### src/rtl/ej32_pkg.sv
// Shared types for the ej32 core: fetch FSM states, opcodes, stack operations.
package ej32_pkg;

    typedef enum logic [1:0] {
        IDLE  = 2'd0,
        REQ   = 2'd1,
        DRAIN = 2'd2
    } fetch_state_t;

    typedef enum logic [7:0] {
        OP_NOP    = 8'h00,
        OP_ICONST = 8'h03,
        OP_IADD   = 8'h60,
        OP_ISUB   = 8'h64,
        OP_GOTO   = 8'ha7,
        OP_IRET   = 8'hac
    } opcode_t;

    typedef enum logic [1:0] {
        SOP_NONE = 2'd0,
        SOP_PUSH = 2'd1,
        SOP_POP  = 2'd2,
        SOP_SWAP = 2'd3
    } stack_op;

endpackage

### src/rtl/ej32_fetch_if.sv
// Fetch unit bus: redirect input, byte memory port and decoder byte stream.
interface ej32_fetch_if #(
    parameter int unsigned ASZ = 17
);
    logic           br_psel;
    logic [ASZ-1:0] br_p;
    logic           mem_req;
    logic [ASZ-1:0] mem_addr;
    logic           mem_ack;
    logic [7:0]     mem_data;
    logic           dec_rdy;
    logic           byte_vld;
    logic [7:0]     byte_o;
    logic [ASZ-1:0] p_o;

    modport master (
        input  br_psel, br_p, mem_ack, mem_data, dec_rdy,
        output mem_req, mem_addr, byte_vld, byte_o, p_o
    );

    modport slave (
        output br_psel, br_p, mem_ack, mem_data, dec_rdy,
        input  mem_req, mem_addr, byte_vld, byte_o, p_o
    );
endinterface

### src/rtl/ej32_fq.sv
// Prefetch byte queue: QD entries, each a byte plus the address it was fetched from.
module ej32_fq #(
    parameter int unsigned QD  = 4,
    parameter int unsigned ASZ = 17
) (
    input  logic                       clk,
    input  logic                       rst,
    input  logic                       push,
    input  logic                       pop,
    input  logic                       flush,
    input  logic [7:0]                 wdata,
    input  logic [ASZ-1:0]             waddr,
    output logic [$clog2(QD+1)-1:0]    count,
    output logic [7:0]                 rdata,
    output logic [ASZ-1:0]             raddr
);
    localparam int unsigned PW = $clog2(QD);
    localparam int unsigned CW = $clog2(QD + 1);

    logic [7:0]     data_q [QD];
    logic [ASZ-1:0] tag_q  [QD];
    logic [PW-1:0]  head;
    logic [PW-1:0]  tail;

    // Pointer and occupancy update; flush empties the queue outright.
    always_ff @(posedge clk) begin
        if (!rst) begin
            head  <= '0;
            tail  <= '0;
            count <= '0;
        end else if (flush) begin
            head  <= '0;
            tail  <= '0;
            count <= '0;
        end else begin
            if (push) tail <= tail + PW'(1);
            if (pop)  head <= head + PW'(1);
            count <= count + CW'(push) - CW'(pop);
        end
    end

    // Entry storage needs no reset: only entries below count are ever read as valid.
    always_ff @(posedge clk) begin
        if (push) begin
            data_q[tail] <= wdata;
            tag_q[tail]  <= waddr;
        end
    end

    assign rdata = data_q[head];
    assign raddr = tag_q[head];
endmodule

### src/rtl/ej32_fetch.sv
// Instruction byte fetch: single-outstanding byte reads into a prefetch queue, with redirect.
module ej32_fetch
    import ej32_pkg::*;
#(
    parameter int unsigned ASZ = 17,
    parameter int unsigned QD  = 4
) (
    input  logic         clk,
    input  logic         rst,
    ej32_fetch_if.master bus
);
    localparam int unsigned CW  = $clog2(QD + 1);
    localparam int unsigned CW1 = CW + 1;

    fetch_state_t   state;
    fetch_state_t   state_nxt;
    logic [ASZ-1:0] fp;
    logic [ASZ-1:0] fp_nxt;
    logic [CW-1:0]  count;
    logic [CW:0]    count_after;
    logic           push;
    logic           pop;
    logic           flush;
    logic [7:0]     head_data;
    logic [ASZ-1:0] head_addr;

    ej32_fq #(.QD(QD), .ASZ(ASZ)) u_fq (
        .clk   (clk),
        .rst   (rst),
        .push  (push),
        .pop   (pop),
        .flush (flush),
        .wdata (bus.mem_data),
        .waddr (fp),
        .count (count),
        .rdata (head_data),
        .raddr (head_addr)
    );

    // State and fetch pointer registers.
    always_ff @(posedge clk) begin
        if (!rst) begin
            state <= IDLE;
            fp    <= '0;
        end else begin
            state <= state_nxt;
            fp    <= fp_nxt;
        end
    end

    // Next state, fetch pointer and queue controls; a redirect cancels any push or pop.
    always_comb begin
        state_nxt   = state;
        fp_nxt      = fp;
        flush       = bus.br_psel;
        pop         = (count != '0) && bus.dec_rdy && !bus.br_psel;
        push        = (state == REQ) && bus.mem_ack && !bus.br_psel;
        count_after = CW1'(count) + CW1'(push) - CW1'(pop);
        case (state)
            IDLE: begin
                if (bus.br_psel) begin
                    fp_nxt    = bus.br_p;
                    state_nxt = REQ;
                end else if (count < CW'(QD)) begin
                    state_nxt = REQ;
                end
            end
            REQ: begin
                if (bus.br_psel) begin
                    fp_nxt    = bus.br_p;
                    state_nxt = bus.mem_ack ? REQ : DRAIN;
                end else if (bus.mem_ack) begin
                    fp_nxt    = fp + ASZ'(1);
                    state_nxt = (count_after < CW1'(QD)) ? REQ : IDLE;
                end
            end
            DRAIN: begin
                // The ack that ends the drain also ends it under a fresh redirect,
                // otherwise the FSM would wait for an ack that never comes.
                if (bus.br_psel) fp_nxt = bus.br_p;
                if (bus.mem_ack) state_nxt = REQ;
            end
            default: state_nxt = IDLE;
        endcase
    end

    assign bus.mem_req  = (state == REQ);
    assign bus.mem_addr = fp;
    assign bus.byte_vld = (count != '0);
    assign bus.byte_o   = head_data;
    assign bus.p_o      = head_addr;
endmodule

### src/flat_wrapper.sv
// flat-port wrapper written by rule: the top's interface ports become plain ports
module ej32_fetch_flat import ej32_pkg::*;
#(
    parameter int unsigned ASZ = 17,
    parameter int unsigned QD  = 4
)
  (clk, rst, bus_br_psel, bus_br_p, bus_mem_ack, bus_mem_data, bus_dec_rdy, bus_mem_req, bus_mem_addr, bus_byte_vld, bus_byte_o, bus_p_o);
  ej32_fetch_if #(.ASZ(ASZ)) bus_i ();
  input  logic clk;
  input  logic rst;
  input wire logic [$bits(bus_i.br_psel)-1:0] bus_br_psel;
  input wire logic [$bits(bus_i.br_p)-1:0] bus_br_p;
  input wire logic [$bits(bus_i.mem_ack)-1:0] bus_mem_ack;
  input wire logic [$bits(bus_i.mem_data)-1:0] bus_mem_data;
  input wire logic [$bits(bus_i.dec_rdy)-1:0] bus_dec_rdy;
  output wire logic [$bits(bus_i.mem_req)-1:0] bus_mem_req;
  output wire logic [$bits(bus_i.mem_addr)-1:0] bus_mem_addr;
  output wire logic [$bits(bus_i.byte_vld)-1:0] bus_byte_vld;
  output wire logic [$bits(bus_i.byte_o)-1:0] bus_byte_o;
  output wire logic [$bits(bus_i.p_o)-1:0] bus_p_o;
  assign bus_i.br_psel = bus_br_psel;
  assign bus_i.br_p = bus_br_p;
  assign bus_i.mem_ack = bus_mem_ack;
  assign bus_i.mem_data = bus_mem_data;
  assign bus_i.dec_rdy = bus_dec_rdy;
  assign bus_mem_req = bus_i.mem_req;
  assign bus_mem_addr = bus_i.mem_addr;
  assign bus_byte_vld = bus_i.byte_vld;
  assign bus_byte_o = bus_i.byte_o;
  assign bus_p_o = bus_i.p_o;
  ej32_fetch #(.ASZ(ASZ), .QD(QD)) u_core (.clk(clk), .rst(rst), .bus(bus_i));
endmodule
### config.mk
export PLATFORM = sky130hd
export DESIGN_NAME = ej32_fetch_flat
export DESIGN_NICKNAME = d
export VERILOG_FILES = /design/src/rtl/ej32_pkg.sv /design/src/rtl/ej32_fetch_if.sv /design/src/rtl/ej32_fq.sv /design/src/rtl/ej32_fetch.sv /design/src/flat_wrapper.sv
export SDC_FILE = /design/constraint.sdc
export NUM_CORES = 1
export LEC_CHECK = 0
export CAP_MARGIN = 30
export CORE_MARGIN = 2
export CORE_UTILIZATION = 59
export CTS_CLUSTER_SIZE = 8
export DETAILED_ROUTE_END_ITERATION = 16
export PLACE_DENSITY = 0.81
export SLEW_MARGIN = 25
export SYNTH_ARGS = -nofsm -noshare
export SYNTH_HDL_FRONTEND = slang
export SYNTH_SLANG_ARGS = --single-unit
### constraint.sdc
create_clock -name clk -period 5.1 [get_ports clk]
set_clock_uncertainty 0.1 [all_clocks]
set_input_delay 1.02 -clock clk [delete_from_list [all_inputs] [get_ports clk]]
set_output_delay 1.02 -clock clk [all_outputs]
set_load 0.1 [all_outputs]
# Word-level counts from Yosys, hierarchy flattened
# Memory sizes are Yosys's and may differ from the RTL's. A register that Yosys moved wholly into a read port is not among the register bits.
# Cells that the tools add are included.
[totals]
ff_bits = 26
ramBits = 100
out_inout_bits = 44
word_cells = 53
mem_count = 2
[memory_table]
columns = ["name", "words", "word_bits", "read_ports", "rd_clocked_by_memory_dff", "write_ports", "line_no", "rtl"]
rows = [
  ["u_core.u_fq.tag_q", 4, 17, 1, 1, 1, "ej32_fq.sv:21", "logic [ASZ-1:0] tag_q [QD];"],
  ["u_core.u_fq.data_q", 4, 8, 1, 1, 1, "ej32_fq.sv:20", "logic [7:0] data_q [QD];"],
]
[classes]
add_sub_neg = 7
order_cmp = 2
eq_ne = 6
muxes = 18
n_bitwise = 1
n_reduce_logical = 12
[op_table]
columns = ["op", "n"]
rows = [
  ["$mux 17", 3],
  ["$pmux 17 s2", 1],
  ["$mux 2", 10],
  ["$add 17x1->17 const B", 1],
  ["$pmux 2 s3", 1],
  ["$reduce_and 3->1", 2],
  ["$add 2x1->2 const B", 2],
  ["$add 3x1->4", 1],
  ["$logic_and 1x1->1", 4],
  ["$lt 4x3->1 const B", 1],
  ["$reduce_or 2->1", 2],
  ["$sub 4x1->4", 1],
  ["$add 3x1->3", 1],
  ["$lt 3x3->1 const B", 1],
  ["$mux 1", 3],
  ["$ne 3x2->1 const B", 1],
  ["$ne 3x3->1 const B", 1],
  ["$reduce_bool 3->1", 1],
  ["$sub 3x1->3", 1],
  ["$eq 2x1->1 const B", 1],
  ["$eq 2x2->1 const B", 1],
  ["$logic_not 2->1", 1],
  ["$ne 2x1->1 const B", 1],
  ["$ne 2x2->1 const B", 1],
  ["other kinds (3)", 3],
]

# Depth between registers and ports, before layout
[logic_depth]
word_depth = 10
ltp_mapped = 14
ltp_nobuf = 12

# Modules after synthesis
# From an unflattened synthesis, not the netlist that was laid out.
[hier_totals]
hier_cells = 368
area_unflattened_um2 = 5557.8
[by_module_without_submodules]
columns = ["module", "n_inst", "cells_each", "area_per_inst_um2", "seq_area_each_um2"]
rows = [
  ["ej32_fq", 1, 175, 4091.4, 3183.1],
  ["ej32_fetch", 1, 193, 1466.4, 380.4],
]

# Worst setup path after synthesis
# No wires, ideal clock.
[synth_path]
path_type = "flip-flop to flip-flop"
start = "reg u_core.state[0]"
end = "mem u_core.u_fq.data_q[0][0] (enable)"
setup_ns = 0.384
arrival_time_ns = 2.902
required_ns = 4.616
slack_ns = 1.714
stages_incl_launch_ff = 4
path_buffers = 1
synth_period_minus_slack_ns = 3.386
cell_sequence = "dfxtp_1 clkbuf_4 nor2b_1 and3_1"
[synth_between]
elab_chain_cells = 5
[synth_lines]
columns = ["element", "line_no", "rtl"]
rows = [
  ["from (decl)", "ej32_fetch.sv:15", "fetch_state_t state;"],
  ["from (signal assigned)", "ej32_fetch.sv:46", "state <= state_nxt;"],
  ["$eq 2x1->1", "--", ""],
  ["via bus_mem_req", "flat_wrapper.sv:16", "output wire logic [$bits(bus_i.mem_req)-1:0] bus_mem_req;"],
  ["$logic_and 1x1->1 (2 in series)", "ej32_fetch.sv:57", "push = (state == REQ) && bus.mem_ack && !bus.br_psel;"],
  ["$mux 1", "ej32_fq.sv:44", "if (push) begin"],
  ["$mux 1 (implied by the code)", "ej32_fq.sv:45", "data_q[tail] <= wdata;"],
  ["to (decl)", "ej32_fq.sv:20", ""],
]
# The timed path passes the listed nets, and every way through them passes these cells.

==> summary.md <==
| Metric | Value |
|---|---|
| DRT met1 WL | 4530 um |
| GRT Residual Overflow | 0 |
| First-pass GRT wire length | 18400 um |
| HPWL after detailed placement | 6830 um |
| Synth Instances | 349 |
| PD cells | 406 nW/um2 |
| Multiplexer area fraction after synthesis | 11.4% |
| Largest net degree at the start of global routing | 26 |
| Clk Latency, worst-skew pair | 510 ps |
| Vias in the first global route | 3416 |
| Final core occ | 76.8% |
| Clk buf depth | 2 |
| Yosys warning total | 0 |
| ANT nets after route | 0 |
| Reg area | 3570 um2 |
| Critical Path RT | 3980 ps |
| Synth Cell Area | 5400 um2 |
| Ys flop type | edfxtp_1 |
| Pre-Repair DR Iteration Count | 5 |
| Static leakage | approximately 2.3 nW |
| IO Pins | 74 |
| Yosys reg bits | 128 |
| Peak fanout along the critical path | 25 |
| Final WL | 11800 um |
| Fmax | between 200 and 300 MHz |
| Metal2 WL | 6100 um |
| Setup violators final | 0 |
| Via count | 3478 |
| Area fraction in compound gates after synthesis | 6.44% |
| DIE WIDTH | between 90 and 100 um |
| CP Class | flip-flop to output pin |
| Commonest cells after routing, fill and taps aside | edfxtp_1 (100), clkdlybuf4s50_1 (73), dfxtp_1 (27) |
| Post-CTS setup buffer count | 0 |
| Clock slew at reported path FFs | ~60 ps |
| Avg Inst Size Synth | roughly 15 um2 |
| Initial antenna violation count | 0 |
| Max-cap viol count | 0 |
| Final #Nets | between 400 and 500 |
| Status | finished clean |
| CTS Hold Bufs | 0 |
| PostCTS Resize Cnt | 0 |
| Die H | 99.7 um |
| Setup_tns | 0 ps |
| Multi-input gate area | 1660 um2 |
| Max VDD drop | 0.247 mV |
| Post-synthesis sequential area ratio | 66.0% |
| Hold WC Path Type | flip-flop to flip-flop |
| Core area | 8810 um2 |
| Diodes inserted | 0 |
| Yosys cell types | 57 |
| Htree depth | 4 |
| RD Place Congestion | 0.836 |
| Via/cell ratio | 6.35 |
| Initial Util | 61.3% |
| Asr flop ratio synth | 0% |
| CP endpoint kind | output pin |
| RSZ-0062 raised after global routing | false |
| Synth Net Count | 389 |
| WL met3 | 924 um |
| Total power | 2.75 mW |
| Wire per inst | 21.5 um |
| Share of cells above drive strength 1 | 15.0% |
| Min Tclk post-route | 3940 ps |
| Fillers | 516 |
| Synth Area in Adders | 2.46% |
| Simple logic cell fraction of the synthesized area | 9.41% |
| GRT Resource Usage Total | roughly 25% |
| Most common cell after layout, fill and taps aside | edfxtp_1 |
| Clock Sinks | 128 |
| WP data arrival | 2820 ps |
| Num CTS Buffers | 17 |
| Relative slew slack | between 30% and 40% |
| Final hold vios | 0 |
| I/O Buffers | 73 |
| Slack of the critical path | 1160 ps |
| Root buffer cell | clkbuf_8 |
| Iter 0 DRT Violations | 290 |
| Die area | 9930 um2 |
| CTS tree | built |
| Max Transition Viols Final | 0 |
| Top Metal Used | met4 |
| Worst-margin pin slew | 1030 ps |
| Largest family of logic cells by synthesized area | multiplexers |
| Area growth syn-to-layout | 25.3% |
| Pre-CTS WS | 1260 ps |
| Row cnt | 34 |
| Post-Synth XOR/XNOR Area | 0.973% |
| Fin crit share | 77.3% |
| DRC viols | 0 |
| Post-synth EDFFs | 100 |
| Startpoint Class | flip-flop |
-- sequential cells by signal, summed over array words and instances, names as in the netlist, named ones only --
name / count
u_core.u_fq.tail: 2
u_core.u_fq.head: 2
u_core.u_fq.count: 3
u_core.u_fq.tag_q: 68
u_core.state: 2
u_core.bus.mem_addr: 17
u_core.u_fq.data_q: 32
-- path summary, 6_finish.rpt --
check / start / to / slack [ps] / cells past startpoint
worst min-delay path: u_core.u_fq.head[1] / u_core.u_fq.head[1] / 430 / 2
worst min register to register: u_core.u_fq.head[1] / u_core.u_fq.head[1] / 430 / 2
worst max register to register: u_core.state[0] / u_core.state[0] / 2390 / 12
worst max-delay path: flip-flop / bus_p_o[7] / 1160 / 2
-- per-stage QoR --
step                cell area, um2  instances  hold WS [ps]
finish                        6770        548           426
global route                  6770        548           456
CTS                           6760        548           429
detailed placement            6180        516           413
global placement              6180        516           409
floorplan                     5400        349           390
-- logic make-up after synthesis --
kind of cell | Yosys count
compound gates | 50
buf+inv | 33
xor+xnor | 6
simple gates | 92
mux | 30
fa+ha+maj | 10
flops | 128
-- synthesized netlist by cell type, drive strengths merged, types with 2 or more instances --
cell type / number / area share (%)
edfxtp: 100 / 56
dfxtp: 28 / 10
mux4: 25 / 10
nor2: 17 / 1.2
nand2: 15 / 1.0
a21oi: 13 / 1.3
inv: 13 / 0.90
buf: 11 / 1.7
nor3: 11 / 1.0
clkbuf: 9 / 0.70
ha: 9 / 2.1
and3: 8 / 0.93
nand3: 8 / 0.74
nand4: 8 / 1.0
a31oi: 6 / 0.70
nor2b: 5 / 0.58
xnor2: 5 / 0.81
a211oi: 4 / 0.56
mux2i: 4 / 0.74
nand2b: 4 / 0.60
or3: 4 / 0.46
a32oi: 3 / 0.49
o21ai: 3 / 0.28
o221ai: 3 / 0.49
o22ai: 3 / 0.35
o31ai: 3 / 0.42
a221oi: 2 / 0.32
and2: 2 / 0.28
and4: 2 / 0.35
o21a: 2 / 0.28
or4: 2 / 0.28
-- routing by layer --
| metal | up-vias | GRT usage, % |
|---|---|---|
| li1 | 1535 | - |
| met1 | 1718 | 33.3 |
| met2 | 201 | 41.8 |
| met3 | 24 | 6.11 |
| met4 | 0 | 8.75 |
| met5 | - | 0 |
-- final cells by class --
type	count	share of cell area [%]
clock buffer	19	6.23
timing repair buffer	79	11.5
sequential	128	52.7
multi-input combinational	188	24.5
tap	108	2.00
inverter	13	0.721
clock inverter	13	2.39
-- power by group --
part,leakage (nW),internal [mW],switching [mW]
logic,0.848,0.101,0.258
registers,1.15,1.16,0.0501
clock network,0.278,0.745,0.436
total,2.27,2.01,0.744
-- critical path, cell delays in order (launching register included) --
cell and delay, ps:
dfxtp_4 690, mux4_2 590, clkdlybuf4s50_1 1010
Power figures use the tool's default switching activity.
